<file path="src/rtl/pp_row_accum_if.sv">
`default_nettype none
// ============================================================================
// Module  : pp_row_accum_if
// Purpose : Row-in / product-out handshake bundle for the row accumulator.
// Rev     : 1.0
// ============================================================================
interface pp_row_accum_if #(
    parameter int WIDTH = 32,
    parameter int CNT_W = 5
);
    logic                   clr;
    logic [WIDTH-1:0]       pp_row;
    logic                   pp_valid;
    logic                   pp_ready;
    logic [2*WIDTH-1:0]     C;
    logic                   c_valid;
    logic                   c_ready;
    logic                   busy;
    logic [CNT_W-1:0]       row_cnt;

    modport master (
        output clr, pp_row, pp_valid, c_ready,
        input  pp_ready, C, c_valid, busy, row_cnt
    );

    modport slave (
        input  clr, pp_row, pp_valid, c_ready,
        output pp_ready, C, c_valid, busy, row_cnt
    );
endinterface
`default_nettype wire

</file>
<file path="src/rtl/pp_row_accum.sv">
`default_nettype none
// ============================================================================
// Module  : pp_row_accum
// Purpose : Iterative shift-and-add of partial-product rows into a 2*WIDTH product.
// Rev     : 1.0
// ============================================================================
module pp_row_accum #(
    parameter int WIDTH = 32,
    parameter int CNT_W = 5
) (
    input  wire logic       CLK,
    input  wire logic       rst,
    pp_row_accum_if.slave   bus
);

    typedef enum logic [0:0] {
        ST_ACC  = 1'b0,
        ST_DONE = 1'b1
    } state_t;

    localparam logic [CNT_W-1:0] C_LAST_ROW = CNT_W'(WIDTH - 1);

    state_t               state_q, state_d;
    logic [2*WIDTH-1:0]   acc_q,   acc_d;
    logic [2*WIDTH-1:0]   c_q,     c_d;
    logic [CNT_W-1:0]     row_cnt_q, row_cnt_d;

    logic                 w_ready;
    logic                 w_accept;
    logic                 w_last;
    logic [2*WIDTH-1:0]   w_shift;
    logic [2*WIDTH-1:0]   w_sum;

    // clr blocks acceptance in the same cycle so an aborted row never lands
    assign w_ready  = (state_q == ST_ACC) & ~bus.clr;
    assign w_accept = w_ready & bus.pp_valid;
    assign w_last   = (row_cnt_q == C_LAST_ROW);
    assign w_shift  = {{WIDTH{1'b0}}, bus.pp_row} << row_cnt_q;
    assign w_sum    = acc_q + w_shift;

    always_ff @(posedge CLK or posedge rst) begin
        if (rst) begin
            state_q   <= ST_ACC;
            acc_q     <= '0;
            c_q       <= '0;
            row_cnt_q <= '0;
        end else begin
            state_q   <= state_d;
            acc_q     <= acc_d;
            c_q       <= c_d;
            row_cnt_q <= row_cnt_d;
        end
    end

    always_comb begin
        state_d   = state_q;
        acc_d     = acc_q;
        c_d       = c_q;
        row_cnt_d = row_cnt_q;

        case (state_q)
            ST_ACC: begin
                if (w_accept) begin
                    acc_d     = w_sum;
                    row_cnt_d = row_cnt_q + CNT_W'(1);
                    if (w_last) begin
                        c_d       = w_sum;
                        state_d   = ST_DONE;
                        row_cnt_d = '0;
                    end
                end
            end
            ST_DONE: begin
                if (bus.c_ready) begin
                    acc_d   = '0;
                    state_d = ST_ACC;
                end
            end
            default: begin
                state_d = ST_ACC;
            end
        endcase

        // C is deliberately left untouched so the last product stays visible
        if (bus.clr) begin
            acc_d     = '0;
            row_cnt_d = '0;
            state_d   = ST_ACC;
        end
    end

    assign bus.pp_ready = w_ready;
    assign bus.c_valid  = (state_q == ST_DONE);
    assign bus.C        = c_q;
    assign bus.busy     = (state_q == ST_ACC) & (row_cnt_q != '0);
    assign bus.row_cnt  = row_cnt_q;

endmodule
`default_nettype wire

</file>
<file path="src/flat_wrapper.sv">
// flat-port wrapper written by rule: the top's interface ports become plain ports
module pp_row_accum_flat 
#(
    parameter int WIDTH = 32,
    parameter int CNT_W = 5
)
  (CLK, rst, bus_clr, bus_pp_row, bus_pp_valid, bus_c_ready, bus_pp_ready, bus_C, bus_c_valid, bus_busy, bus_row_cnt);
  pp_row_accum_if #(.WIDTH(WIDTH), .CNT_W(CNT_W)) bus_i ();
  input  wire logic CLK;
  input  wire logic rst;
  input wire logic [$bits(bus_i.clr)-1:0] bus_clr;
  input wire logic [$bits(bus_i.pp_row)-1:0] bus_pp_row;
  input wire logic [$bits(bus_i.pp_valid)-1:0] bus_pp_valid;
  input wire logic [$bits(bus_i.c_ready)-1:0] bus_c_ready;
  output wire logic [$bits(bus_i.pp_ready)-1:0] bus_pp_ready;
  output wire logic [$bits(bus_i.C)-1:0] bus_C;
  output wire logic [$bits(bus_i.c_valid)-1:0] bus_c_valid;
  output wire logic [$bits(bus_i.busy)-1:0] bus_busy;
  output wire logic [$bits(bus_i.row_cnt)-1:0] bus_row_cnt;
  assign bus_i.clr = bus_clr;
  assign bus_i.pp_row = bus_pp_row;
  assign bus_i.pp_valid = bus_pp_valid;
  assign bus_i.c_ready = bus_c_ready;
  assign bus_pp_ready = bus_i.pp_ready;
  assign bus_C = bus_i.C;
  assign bus_c_valid = bus_i.c_valid;
  assign bus_busy = bus_i.busy;
  assign bus_row_cnt = bus_i.row_cnt;
  pp_row_accum #(.WIDTH(WIDTH), .CNT_W(CNT_W)) u_core (.CLK(CLK), .rst(rst), .bus(bus_i));
endmodule
</file>
<file path="config.mk">
export PLATFORM = sky130hd
export DESIGN_NAME = pp_row_accum_flat
export DESIGN_NICKNAME = d
export VERILOG_FILES = /design/src/rtl/pp_row_accum_if.sv /design/src/rtl/pp_row_accum.sv /design/src/flat_wrapper.sv
export SDC_FILE = /design/constraint.sdc
export NUM_CORES = 1
export LEC_CHECK = 0
export ABC_CLOCK_PERIOD_IN_PS = 6200
export BUFFER_PORTS_ARGS = -buffer_cell sky130_fd_sc_hd__buf_4
export CORE_MARGIN = 5
export CORE_UTILIZATION = 40
export CTS_BUF_LIST = sky130_fd_sc_hd__clkbuf_4 sky130_fd_sc_hd__clkbuf_8
export DETAILED_ROUTE_END_ITERATION = 12
export SYNTH_ARGS = -nofsm -noshare
export SYNTH_HDL_FRONTEND = slang
export SYNTH_SLANG_ARGS = --single-unit
</file>
<file path="constraint.sdc">
create_clock -name CLK -period 6.2 [get_ports CLK]
set_input_delay 0.62 -clock CLK [delete_from_list [all_inputs] [get_ports CLK]]
set_output_delay 0.62 -clock CLK [all_outputs]
set_load 0.02 [all_outputs]
</file>
* After elaboration in Yosys (flattened, before gate mapping)
Cells that the tools add are included.
** Word-level totals
- Register bits :: 134
- Word-level logic and storage cells :: 34
- Output and inout port bits :: 72
** Cells by class
- Bitwise operators :: 5
- Shift-type cells :: 1
- Multiplexer cells :: 13
- Add/sub/neg operators :: 2
- Equal/unequal tests :: 4
- Reduce and logical (&&, ||, !) cells :: 5
** Operators by type and width (count)
- $mux W64 :: 3
- $pmux W64 S2 :: 1
- $add A64 B64 Y64 :: 1
- $shl A32 B5 Y64 :: 1
- $mux W5 :: 4
- $add A5 B1 Y5 const B :: 1
- $eq A5 B5 Y1 const B :: 1
- $reduce_bool A5 Y1 :: 1
- $mux W1 :: 4
- $reduce_and A2 Y1 :: 2
- $and A1 B1 Y1 :: 3
- $ne A3 B2 Y1 const B :: 1
- $ne A3 B3 Y1 const B :: 1
- $reduce_and A3 Y1 :: 1
- $ne A2 B2 Y1 const B :: 1
- $not A1 Y1 :: 2
- $pmux W1 S2 :: 1
- $reduce_bool A2 Y1 :: 1

* Longest topological paths before layout
- Word-level depth :: 6
- Gate-level depth with buffers :: 22

* Worst setup path before layout
OpenSTA, ideal clock, no wires.
- Path kind :: flip-flop to flip-flop
- Start point :: register u_core.row_cnt_q[0], in the netlist u_core.bus.row_cnt[0]
- End point :: register u_core.c_q[63], in the netlist u_core.bus.C[63]
- Arrival time :: 4.720 ns
- Path slack :: 1.411 ns
- Stages on the path, launching flop included :: 17
- Path buffers :: 3
- Data required time :: 6.131 ns
- Cells stage by stage :: dfrtp_1 -> clkbuf_1 -> buf_1 -> mux4_2 -> mux2_2 -> o21ai_0 -> mux2i_1 -> ha_1 -> clkbuf_1 -> nand4_1 -> or4_1 -> a31oi_1 -> o211ai_1 -> a211oi_1 -> o211ai_1 -> a211o_1 -> nand3_1
** On the way
- Longest elaborated chain between the ends :: 2
- Elaborated cells on any way between the ends :: 4
- Classes of those cells :: add/sub (1); eq/ne (1); shift (1); reduce/logical (1)
** RTL lines
- start, declared :: RTL line pp_row_accum.sv:26 : logic [CNT_W-1:0] row_cnt_q, row_cnt_d;
- start signal, assigned :: RTL line pp_row_accum.sv:51 : row_cnt_q <= row_cnt_d;
- $shl A32 B5 Y64 / $eq A5 B5 Y1 (equally long branches) :: RTL line pp_row_accum.sv:38, pp_row_accum.sv:37
- $add A64 B64 Y64 / $reduce_and A3 Y1 (equally long branches)
- end signal, assigned :: RTL line pp_row_accum.sv:45 : c_q <= '0;
- end signal, assigned :: RTL line pp_row_accum.sv:50 : c_q <= c_d;
- end, declared :: RTL line pp_row_accum.sv:25 : logic [2*WIDTH-1:0] c_q, c_d;
Several ways; a longest one is shown, not always the timed one.
A chain may end at the register's enable or synchronous reset.

* Worst setup path after layout
- Start point :: register u_core.row_cnt_q[0], in the netlist u_core.bus.row_cnt[0]
- End point :: register u_core.acc_q[51]
** On the way
- Longest elaborated chain between the ends :: 5
** RTL lines
- $shl A32 B5 Y64 :: RTL line pp_row_accum.sv:38 : assign w_shift = {{WIDTH{1'b0}}, bus.pp_row} << row_cnt_q;
- $add A64 B64 Y64 :: RTL line pp_row_accum.sv:39 : assign w_sum = acc_q + w_shift;
- $mux W64 :: RTL line pp_row_accum.sv:63 : if (w_accept) begin
- $pmux W64 S2 :: RTL line pp_row_accum.sv:61 : case (state_q)
- $mux W64 :: RTL line pp_row_accum.sv:85 : if (bus.clr) begin
- end signal, assigned :: RTL line pp_row_accum.sv:44 : acc_q <= '0;
- end signal, assigned :: RTL line pp_row_accum.sv:49 : acc_q <= acc_d;
- end, declared :: RTL line pp_row_accum.sv:24 : logic [2*WIDTH-1:0] acc_q, acc_d;
No other way between the ends. The select of a mux whose other input is x is not followed.

==> implementation parameters <==
Parameter                              Value

Floorplan
  Height of the chip    173 um
  Number of top-level pins    109
  Effective utilization at floorplan    40.7%
  Floorplan Core Area    0.0261 mm^2
  Die Span X    173 um
  Die area    0.0298 mm^2
  Standard-cell row count    59

Synthesis
  Post-Synthesis Cells    1313
  Post-Syn Area    0.0106 mm^2
  Syn. warnings    0
  Synth Net Count    1417
  Fraction of the yosys area taken by sequential cells    31.6%
  Mapped Avg Cell Area    8.07 um^2
  Dominant synthesized flop cell    sky130_fd_sc_hd__dfrtp_1
  Post-synth EDFFs    0
  Flip-flop and latch count after synthesis    134
  Async SR Flop Fraction    100%
  Post-synthesis cell type count    63

Timing
  Final critical path time including I/O delays and setup    5.48 ns
  Setup repair after global routing missed its margin    no
  Hold Worst Slack    0.233 ns
  Final Skew    0.0201 ns
  Maximum operating frequency    183 MHz
  Setup_tns    0 ns
  Number of hold-slack violations in the final timing report    0
  Final count of negative-setup-slack endpoints    0
  Transition time at the pin with the least slew margin    0.886 ns
  Tightest slew margin relative to the limit    40.9%
  Number of pins exceeding their max-slew limit in the final report    0
  Portion of the clock cycle consumed by the worst path in the final layout    88.3%

Clock tree
  Post-CTS sizing    0
  Number of H-tree levels    4
  Hold Buf Count CTS    0
  Root Driver    sky130_fd_sc_hd__clkbuf_8
  Clock tree sinks    134
  Clk Latency, worst-skew pair    0.47 ns
  Max Buffers Root-to-Sink    2
  Clock transition at path regs    0.09 ns
  Post-CTS Setup Bufs    0
  TritonCTS clock tree    done
  Cts bufs inserted    17

Setup path
  Critical Path RT    6.52 ns
  Most prevalent standard cell on the critical path    sky130_fd_sc_hd__o21ai_0
  Worst Setup Start Kind    flop
  Depth of the most critical reg-to-reg path    17
  Sort of element at the end of the critical path    flop
  Cell Chain, Critical Path    buf_4 -> mux4_2 -> mux2_2 -> nand2_1 -> o21ai_0 -> nor2_1 -> a21oi_1 -> ha_1 -> a21oi_1 -> o211ai_1 -> a21boi_0 -> o211ai_1 -> o21ai_0 -> nand2_1 -> a311oi_1 -> xor2_1 -> o21ai_0
  Arrival time at the worst endpoint    5.79 ns
  Class of the most critical setup path    reg2reg
  Slowest cell on the critical path    sky130_fd_sc_hd__dfrtp_2
  Critical path fanouts, max    32
  Delay contributed by the slowest stage of the critical path    0.81 ns

Drt
  Residual DRC count    0
  Antenna violation net count after detailed routing    0
  Post-detailed-routing wire length    33600 um
  Vias after detailed routing    10000
  Wire length per cell    19.6 um
  Pre-Repair DR Iteration Count    6
  Routed via count divided by cell count    5.85
  Drt first-iter violations    944

Finish
  Area growth syn-to-layout    14.5%
  Ratio of cells with drive above 1 in the final layout    15.4%
  Number of nets in the layout    1472
  Number of inserted diodes    0
  Most frequent cells in the layout    231 x sky130_fd_sc_hd__nand2_1, 174 x sky130_fd_sc_hd__o21ai_0, 132 x sky130_fd_sc_hd__dfrtp_1, 123 x sky130_fd_sc_hd__buf_4, 113 x sky130_fd_sc_hd__a21oi_1
  Most common cell after layout, fill and taps aside    sky130_fd_sc_hd__nand2_1

Placed design
  Final HPWL DP    25900 um
  Weighted congestion at the end of routability-driven global placement    0.944
  Quantity of I/O buffers inserted on ports    108

Power and ir drop
  Power per Cell Area    239 mW/mm^2
  Peak supply drop    0.121 mV
  Cell leakage power    0.00532 uW

Hold path
  HP Class    in2async

Status
  Outcome    complete, no violations

GRT
  Number of global-route vias before repair    9756
  Met2 global-route usage    34.9%
  Met1 track utilization from global routing    31.3%
  Total global routing track utilization    22.1%
  Number of antenna violations at the first check in global routing    0
  Grt peak-use layer    met2
  First-pass GRT wire length    54200 um
  Total global routing overflow    0
  GR met3 Demand/Resource    3.43%
  Maximum number of pins on one net before global-route repair    75

Job
  Number of maximum-capacitance violations    0
final cells by class:
type / instances / area [um^2]
clock buffers: 19 / 249
clock inverters: 13 / 241
fillers: 2603 / 13900
inverters: 34 / 133
multi-input cells: 1058 / 6810
flip-flops and latches: 134 / 3360
well taps: 335 / 419
repair buffers: 123 / 923
path summary, 6_finish.rpt:
kind / from / to / slack, ns
hold / removal: rst / u_core.bus.C[35] / 0.23
hold reg to reg: u_core.bus.C[24] / u_core.bus.C[24] / 0.48
max in group asynchronous: rst / u_core.acc_q[4] / 4.72
min in group CLK: bus_c_ready / u_core.bus.c_valid / 0.38
setup / recovery: u_core.bus.row_cnt[0] / u_core.acc_q[51] / 0.72
setup reg to reg: u_core.bus.row_cnt[0] / u_core.acc_q[51] / 0.72
sequential cells by signal, indices dropped and copies added, names as in the netlist:
name and count:
u_core.bus.C 64, u_core.bus.row_cnt 5, u_core.bus.c_valid 1, u_core.acc_q 64
synth_stat cells, types with 5 or more instances:
library cell | count | area [um^2]
sky130_fd_sc_hd__buf_1 | 6 | 22.5
sky130_fd_sc_hd__o21a_1 | 5 | 37.5
sky130_fd_sc_hd__dfrtp_1 | 134 | 3350
sky130_fd_sc_hd__a21oi_1 | 113 | 566
sky130_fd_sc_hd__nor2b_1 | 6 | 37.5
sky130_fd_sc_hd__mux2i_1 | 42 | 420
sky130_fd_sc_hd__clkbuf_1 | 80 | 300
sky130_fd_sc_hd__xor2_1 | 22 | 193
sky130_fd_sc_hd__o21ai_1 | 7 | 35.0
sky130_fd_sc_hd__nor2_1 | 85 | 319
sky130_fd_sc_hd__o211ai_1 | 12 | 90.1
sky130_fd_sc_hd__nor3_1 | 19 | 95.1
sky130_fd_sc_hd__mux2_2 | 21 | 236
sky130_fd_sc_hd__ha_1 | 66 | 826
sky130_fd_sc_hd__and2_1 | 8 | 50.1
sky130_fd_sc_hd__xnor2_1 | 34 | 298
sky130_fd_sc_hd__o21ai_0 | 174 | 871
sky130_fd_sc_hd__mux4_2 | 19 | 428
sky130_fd_sc_hd__a21o_1 | 29 | 218
sky130_fd_sc_hd__nand2b_1 | 7 | 43.8
sky130_fd_sc_hd__o22ai_1 | 14 | 87.6
sky130_fd_sc_hd__inv_1 | 32 | 120
sky130_fd_sc_hd__a31oi_1 | 11 | 68.8
sky130_fd_sc_hd__nand4_1 | 22 | 138
sky130_fd_sc_hd__nand3_1 | 23 | 115
sky130_fd_sc_hd__or4_1 | 5 | 37.5
sky130_fd_sc_hd__nand2_1 | 232 | 871
sky130_fd_sc_hd__o21bai_1 | 13 | 97.6
sky130_fd_sc_hd__a211oi_1 | 9 | 67.6
sky130_fd_sc_hd__o31ai_1 | 8 | 60.1
logic make-up after synthesis:
kind of cell               Yosys count  synth area share (%)
AOI/OAI and AO/OA                  429                  23.9
DFF                                134                  31.6
xor gates and xnor gates            56                  4.63
buffers and inverters              121                  4.30
adders and majority gates           67                  7.98
and+or+nand+nor                    424                  17.3
muxes                               82                  10.2
metal layers:
metal | vias up | wire, um
met5 | - | 0
met4 | 0 | 775
met3 | 50 | 1860
met2 | 329 | 15300
met1 | 4843 | 15700
li1 | 4820 | -
through the flow:
| step | setup slack, ns | area, um^2 | cells | power (uW) | utilization, % |
|---|---|---|---|---|---|
| after CTS | 0.690 | 12100 | 1716 | 2920 | 46.6 |
| after floorplan | 1.41 | 10600 | 1313 | 1680 | - |
| after global routing | 0.255 | 12100 | 1716 | 3060 | 46.6 |
| after detailed placement | 0.742 | 11600 | 1684 | 1960 | 44.7 |
| after global placement | 0.702 | 11600 | 1684 | 1970 | 44.7 |
| final | 0.725 | 12100 | 1716 | 2890 | 46.6 |
worst max-delay path, delay by kind of cell (launching register included):
family | cells | cell delay [ns]
AO/OA/AOI/OAI | 9 | 2.31
XOR/XNOR | 1 | 0.20
adder cells (fa/ha/maj) | 1 | 0.44
buffers and inverters | 1 | 0.34
flip-flops | 1 | 0.81
multiplexers | 2 | 0.84
AND/OR/NAND/NOR | 3 | 0.37
report_power, final:
group | leakage [uW] | switching (uW) | internal (uW)
Sequential | 0.00185 | 49.7 | 928
Combinational | 0.00322 | 618 | 358
Clock | 0.000247 | 404 | 537
Note: power is estimated with default switching activity, not from simulation.
